$ cat src/rtl/gendelay_rrreader_pkg.sv
// Shared definitions for the two-queue read end: source encoding,
// grant encoding and the round-robin pick rule.
package gendelay_rrreader_pkg;

  localparam int DEFAULT_WIDTH = 8;

  // Source-queue encoding carried on osrc; downstream demux uses the same values.
  localparam logic SRC_Q0 = 1'b0;
  localparam logic SRC_Q1 = 1'b1;

  // One-hot grant encoding, bit N = pop queue N.
  localparam logic [1:0] GRANT_NONE = 2'b00;
  localparam logic [1:0] GRANT_Q0   = 2'b01;
  localparam logic [1:0] GRANT_Q1   = 2'b10;

  // Two-way round-robin: a lone requester wins; on a tie the source
  // opposite to the last-served one wins.
  function automatic logic [1:0] rr_pick(input logic [1:0] req, input logic last);
    logic [1:0] g;
    g = GRANT_NONE;
    case (req)
      2'b01:   g = GRANT_Q0;
      2'b10:   g = GRANT_Q1;
      2'b11:   g = (last == SRC_Q1) ? GRANT_Q0 : GRANT_Q1;
      default: g = GRANT_NONE;
    endcase
    return g;
  endfunction

  // Source id of a one-hot grant.
  function automatic logic grant_src(input logic [1:0] grant);
    return grant[1] ? SRC_Q1 : SRC_Q0;
  endfunction

endpackage

$ cat src/rtl/gendelay_rrreader_rr_arb2.sv
// Purely combinational 2-way round-robin grant. The last-served pointer
// is owned by the parent; en gates every grant off.
module rr_arb2
  import gendelay_rrreader_pkg::*;
(
  input  logic [1:0] req,
  input  logic       last,
  input  logic       en,
  output logic [1:0] grant
);

  // Grant only when enabled; otherwise no queue is popped.
  always_comb begin
    grant = GRANT_NONE;
    if (en) begin
      grant = rr_pick(req, last);
    end
  end

endmodule

$ cat src/rtl/gendelay_rrreader.sv
// Read end for two delay queues: pops heads round-robin and presents the
// merged stream on one registered output slot.
//
// Handshake: the output slot holds a word while ovalid=1; the word is
// consumed in any cycle where ovalid=1 and oack=1. The slot may be refilled
// from a queue in a cycle where it is empty or being consumed
// (accept = ~ovalid | oack), so oack feeds qN_re combinationally. qN_re
// depends only on the registered availN, never on qN_oready directly.
module gendelay_rrreader
  import gendelay_rrreader_pkg::*;
#(
  parameter int WIDTH = DEFAULT_WIDTH
) (
  input  logic             clk,
  input  logic             rst,
  input  logic             q0_oready,
  input  logic [WIDTH-1:0] q0_wdata,
  output logic             q0_re,
  input  logic             q1_oready,
  input  logic [WIDTH-1:0] q1_wdata,
  output logic             q1_re,
  output logic             ovalid,
  output logic [WIDTH-1:0] odata,
  output logic             osrc,
  input  logic             oack,
  output logic             idle
);

  logic             avail0;
  logic             avail1;
  logic             last;
  logic             accept;
  logic             arb_en;
  logic [1:0]       grant;
  logic             pop;
  logic [WIDTH-1:0] pop_data;
  logic             pop_src;

  assign accept = ~ovalid | oack;
  assign arb_en = accept & ~rst;

  rr_arb2 u_arb (
    .req   ({avail1, avail0}),
    .last  (last),
    .en    (arb_en),
    .grant (grant)
  );

  assign q0_re    = grant[0];
  assign q1_re    = grant[1];
  assign pop      = |grant;
  assign pop_data = grant[1] ? q1_wdata : q0_wdata;
  assign pop_src  = grant_src(grant);
  assign idle     = ~ovalid & ~avail0 & ~avail1;

  // Register the "head valid next cycle" flags so availN means "head valid now".
  always_ff @(posedge clk) begin
    if (rst) begin
      avail0 <= 1'b0;
      avail1 <= 1'b0;
    end else begin
      avail0 <= q0_oready;
      avail1 <= q1_oready;
    end
  end

  // Output slot: load on a pop, drain on ack with no pop, otherwise hold.
  always_ff @(posedge clk) begin
    if (rst) begin
      ovalid <= 1'b0;
      odata  <= '0;
      osrc   <= SRC_Q0;
      last   <= SRC_Q1;
    end else if (pop) begin
      ovalid <= 1'b1;
      odata  <= pop_data;
      osrc   <= pop_src;
      last   <= pop_src;
    end else if (oack) begin
      ovalid <= 1'b0;
    end
  end

endmodule

$ cat config.mk
export PLATFORM = sky130hd
export DESIGN_NAME = gendelay_rrreader
export DESIGN_NICKNAME = d
export VERILOG_FILES = /design/src/rtl/gendelay_rrreader_pkg.sv /design/src/rtl/gendelay_rrreader_rr_arb2.sv /design/src/rtl/gendelay_rrreader.sv
export SDC_FILE = /design/constraint.sdc
export NUM_CORES = 1
export LEC_CHECK = 0
export ABC_AREA = 1
export CORE_MARGIN = 8
export CORE_UTILIZATION = 35
export DETAILED_ROUTE_END_ITERATION = 10
export PLACE_DENSITY = 0.7
export SLEW_MARGIN = 30
export SYNTH_ARGS = -nofsm -noshare
export SYNTH_HDL_FRONTEND = slang
export SYNTH_SLANG_ARGS = --single-unit
export TNS_END_PERCENT = 100
$ cat constraint.sdc
create_clock -name clk -period 3 [get_ports clk]
set_clock_uncertainty 0.1 [all_clocks]
set_input_delay 0.75 -clock clk [delete_from_list [all_inputs] [get_ports clk]]
set_output_delay 0.75 -clock clk [all_outputs]
set_load 0.005 [all_outputs]
# Yosys cells after proc, flatten, opt, wreduce, memory -nomap -nowiden
# Cells that the tools add are included.
[word_totals]
ff_bits = 13
inputBits = 21
output_inout_bits = 13
word_cells = 26
[classes]
n_eq_ne = 3
mux = 7
bitwise = 8
n_reduce_logical = 2
[op_table]
columns = ["op", "count"]
rows = [
  ["2-to-1 mux 8 bit", 1],
  ["case mux 2 bit (3 select lines)", 1],
  ["equality test 2 bit, second input constant", 2],
  ["2-to-1 mux 2 bit", 2],
  ["inverter 1 bit", 4],
  ["AND 1 bit", 3],
  ["2-to-1 mux 1 bit", 3],
  ["equality test 2 x 1 -> 1 bit, second input constant", 1],
  ["nonzero test 2 bit", 1],
  ["OR reduction 2 bit", 1],
  ["OR 1 bit", 1],
]

# Depth between registers and ports, before layout
# Gate-level depths: netlist of the first run.
[depth]
ltp_word = 6
ltp_mapped = 7
ltp_nobuf = 7

# Modules after synthesis
# From an unflattened synthesis of the first run, not the netlist that was laid out.
[unflattened]
hier_cells = 85
area_unflattened_um2 = 589.3
[modules_own_cells]
columns = ["module", "n_inst", "cells_per_inst", "area_each_um2"]
rows = [
  ["gendelay_rrreader", 1, 80, 568.0],
  ["rr_arb2", 1, 5, 21.3],
]

# Least setup slack after synthesis of the first run
# Ideal clock, no wire load.
[synth_timing]
path_kind = "input -> output"
start = "input port oack"
end = "output port q1_re"
t_arrival_ns = 1.197
path_slack_ns = 0.953
cell_stages = 4
n_path_buf = 0
cell_sequence = "inv_1 a21oi_4 nand2_1 inv_1"
[synth_between]
elab_chain_len = 3
[synth_rtl]
columns = ["item", "line_no", "text"]
rows = [
  ["start: declaration", "gendelay_rrreader.sv:25", "input logic oack,"],
  ["OR 1 bit", "gendelay_rrreader.sv:39", "assign accept = ~ovalid | oack;"],
  ["AND 1 bit", "gendelay_rrreader.sv:40", "assign arb_en = accept & ~rst;"],
  ["2-to-1 mux 2 bit", "gendelay_rrreader_rr_arb2.sv:15", "if (en) begin"],
  ["end: declaration", "gendelay_rrreader.sv:21", "output logic q1_re,"],
]
# No other way between the ends.

# Final worst setup path of the first run
[layout_timing]
start = "input port oack"
end = "output port q0_re"
[layout_between]
elab_chain_len = 3
[layout_rtl]
columns = ["item", "line_no", "text"]
rows = [
  ["OR 1 bit", "gendelay_rrreader.sv:39", ""],
  ["AND 1 bit", "gendelay_rrreader.sv:40", ""],
  ["2-to-1 mux 2 bit", "gendelay_rrreader_rr_arb2.sv:15", ""],
  ["end: declaration", "gendelay_rrreader.sv:18", "output logic q0_re,"],
]
# No other way between the ends.

==> impl_summary.md, run 1 <==
Layout
At the end of the flow the core is filled with cells to 59.12%. The layout overhead on the synthesized area is 59.28%. The proportion of layout cells with a drive suffix above 1 is 13.61%. The number of diodes is 0. The layout net count is 169. The area of combinational cells with multiple inputs is 342.8 µm². The area taken by flip-flops and latches is 260.3 µm². The final standard cell count with taps included and fillers excluded is 174. The layout filler cell count is 187.

Floorplan
In this run the core area contains 16 standard-cell rows. The overall die width is 61.62 µm. Pin placement for this block handled 34 I/O pins. The area of the die is 0.003796 mm². The starting utilization of the core area is 37.12%. After floorplanning, the core was sized to cover 0.001962 mm². The height of the chip is 61.62 µm.

Detailed routing
The detail route stage leaves a number of antenna-violating nets equal to 0. Summed over all layers, the routed wires come to 2108 µm. The iteration count of the initial detailed-routing pass is 4.

The per-cell via count in the routed design is 4.529. For this run, design rule violations remaining after detail routing come to 0. The average detailed-routed wire length per instance is 12.11 µm.

The initial DRC count is 15. The total vias in the final route is 788.

Setup path
The cell that appears most often on the critical path is clkdlybuf4s50_1. For flop-to-flop paths, the worst setup slack is 1590 ps. STA classifies the critical path endpoint as an output port. The launch point of the worst path is oack. The worst stage delay on the critical path is 500 ps. Measured in cells, the most critical reg-to-reg path has a length of 8. At the worst endpoint, the arrival time is 2080 ps.

In this run the worst path has a maximum fanout of 3. The worst flop-to-flop path endpoint is odata[3]. The data required time at the worst endpoint is 2150 ps. The worst reg2reg path startpoint is ovalid. The worst setup path is of the in2out kind.

STA classifies the critical path startpoint as an input pin. On the critical path, the stage with the largest delay is an instance of clkdlybuf4s50_1. Traced cell by cell, the critical path runs through clkdlybuf4s50_1, inv_2, a21oi_4, nand2_2, inv_1, clkdlybuf4s50_1. In this run the worst setup path terminates at q0_re.

Power and ir drop
The share of total power in the clock network is 25.6%. Across the VDD grid, the largest voltage drop is 194.2 µV. The switching power as a share of total power is 27.20%. For this design the ratio of total power to cell area is 360.2 mW/mm².

Summed over all nets, the switching power comes to 0.1136 mW. Sequential cells account for 46.3% of the total power. The share of power burned in combinational logic is 28.1%. Summed over all cells, the static leakage comes to 0.5677 nW.

The internal portion of the total power is 0.3041 mW.

Logic synthesis
After synthesis, the mean cell area works out to 6.870 µm². The commonest cells after synthesis are 30 x inv_1, 18 x nand3_1, 13 x dfxtp_1, 13 x nand2_1, 9 x a21oi_1. The most common cell in the synthesized netlist is inv_1. Ranked by total cell area, the synthesized netlist is headed by dfxtp_1 36%, inv_1 15%, nand3_1 12%, o21bai_1 8.2%, nand2_1 6.7%. Counting every net in the synthesized netlist gives 127. Summing the sequential cell areas from Yosys gives 35.74% of the chip area. Counting flops with a built-in enable in the synthesized netlist gives 0. The Yosys step of the flow raised 0 warnings. The cell area that synthesis handed to floorplanning was 728.2 µm². The register bit count reported by yosys is 13. The library cell occupying the most area in the post-synthesis netlist is dfxtp_1.

The number of distinct library cells after synthesis is 15. The cell count after synthesis came out at 106. The share of the synthesized area in the top cell type is 35.74%. Of all flip-flops after synthesis, the portion carrying an async set or reset was 0%.

The most instantiated flip-flop cell in the synthesis netlist is dfxtp_1.

CTS
The TritonCTS clock tree is built. The clock passes through at most 2 buffers. The number of clock sinks is 13. The clock network latency to the later pin of the worst-skew pair is 270 ps. The TritonCTS buffer count is 3. After clock tree synthesis, the clock-pin slew on the worst setup and hold paths is 80 ps. CTS built an H-tree with a depth of 1.

The root buffer cell is clkbuf_4.

Timing
The count of final max-slew check failures is 0. The final period utilization is 97.68%. Based on the critical path, the design can be clocked at up to 341.3 MHz. The sum of negative setup slack is 0 ps. The setup slack after layout is 69.60 ps. The final setup violation count is 0.

In this run the tightest slew margin relative to its limit is 70.20%. Setup repair after global routing left no endpoint under its margin. The number of failing hold endpoints at the final stage is 0. The tightest hold path in the finished design has a slack of 377.9 ps.

The shortest clock period the worst path allows after layout is 2930 ps. For the pin with the worst max-slew slack, the measured transition is 445.7 ps.

Placement
Routability-driven placement finished with a final weighted congestion of 0.7515. The placed wire-length estimate is 1628 µm. The worst slack at placement is 30.79 ps. The number of placed instances, taps included, is 168.

Input and output buffers added on the ports amount to 33.

Status
The flow ran to the end, and the final reports show no timing, DRC or antenna violations.

Worst hold path
The tightest min-delay check is of the reg2reg type.

Global routing
The largest net degree at the start of global routing is 13. Global routing used 12.49% of the available tracks. The wire length of the first global-routing pass is 3498 µm. The sum of overflow across all layers after global routing is 0. The via count of the first global-routing pass came to 813. The initial antenna violation count was 0.

Flow run
The max-capacitance violation count is 0.
## routing by layer
metal,up-vias,wire length (µm),global-route usage (%)
met5,-,0,0
met2,28,1038,22.45
li1,408,-,-
met3,6,169,2.714
met1,346,848,12.71
met4,0,51,7.792
## registers in the layout, summed over array words and instances (netlist names)
| register | flops |
|---|---|
| odata | 8 |
| avail0 | 1 |
| ovalid | 1 |
| osrc | 1 |
| avail1 | 1 |
| last | 1 |
## area by class of cell
cell class              instances  area share (%)
clock buffers                   4           2.265
inverters                      33           10.90
multi-input cells              59           29.56
flip-flops and latches         13           22.44
well taps                      27           2.913
repair buffers                 38           31.93
## layout by cell type (no fill, tap or decap), drive strengths merged
cell type and instances:
nand3 18, nand2 16, clkdlybuf4s50 32, buf 5, dfxtp 13, clkbuf 4
o211ai 1, inv 33, dlymetal6s2s 1, nor2 4, nor3 1, o21bai 8
a21oi 11
## power by group through the flow
stage / logic [mW] / registers, mW / clock network, mW
finish: 0.117 / 0.193 / 0.107
global route: 0.130 / 0.195 / 0.118
CTS: 0.115 / 0.194 / 0.111
detailed placement: 0.114 / 0.198 / 0
global placement: 0.112 / 0.197 / 0
floorplan: 0.0479 / 0.198 / 0
## stage by stage
stage,total power [mW],area (µm²)
6_report,0.4177,1160
5_1_grt,0.4437,1160
4_1_cts,0.4202,1137
2_1_floorplan,0.2455,728.2
3_3_place_gp,0.3094,1111
3_5_place_dp,0.3119,1111
## cells by family after synthesis
| kind of cell | share of synthesized area (%) |
|---|---|
| buf+inv | 17.87 |
| simple gates | 25.77 |
| compound gates | 20.62 |
| flops | 35.74 |
## worst max-delay path: cells and delay by family
family	cells	cell delay, ps
simple gates	1	90
buf+inv	4	1090
compound gates	1	160
## timing repair
item / in CTS / in global routing
hold buffers: 0 / 0
buffers inserted: 0 / 2
resized for setup: 0 / 4
setup endpoints to repair: 0 / 2
## worst min-delay path by stage
stage,depth (start not counted),slack [ps],startpoint,endpoint
final,2,380,osrc,osrc
after floorplan,2,350,last,last
after CTS,2,380,osrc,osrc
after global placement,2,360,osrc,osrc
after global routing,2,420,osrc,osrc
after detailed placement,2,370,osrc,osrc
(Power assumes the default switching activity.)
==> inputs of run 2 (changes only) <==
SKIP_CTS_REPAIR_TIMING = 1   (was not set)
==> results of run 2 <==
No change in the layout: final DEF, timing and power equal those of run 1.
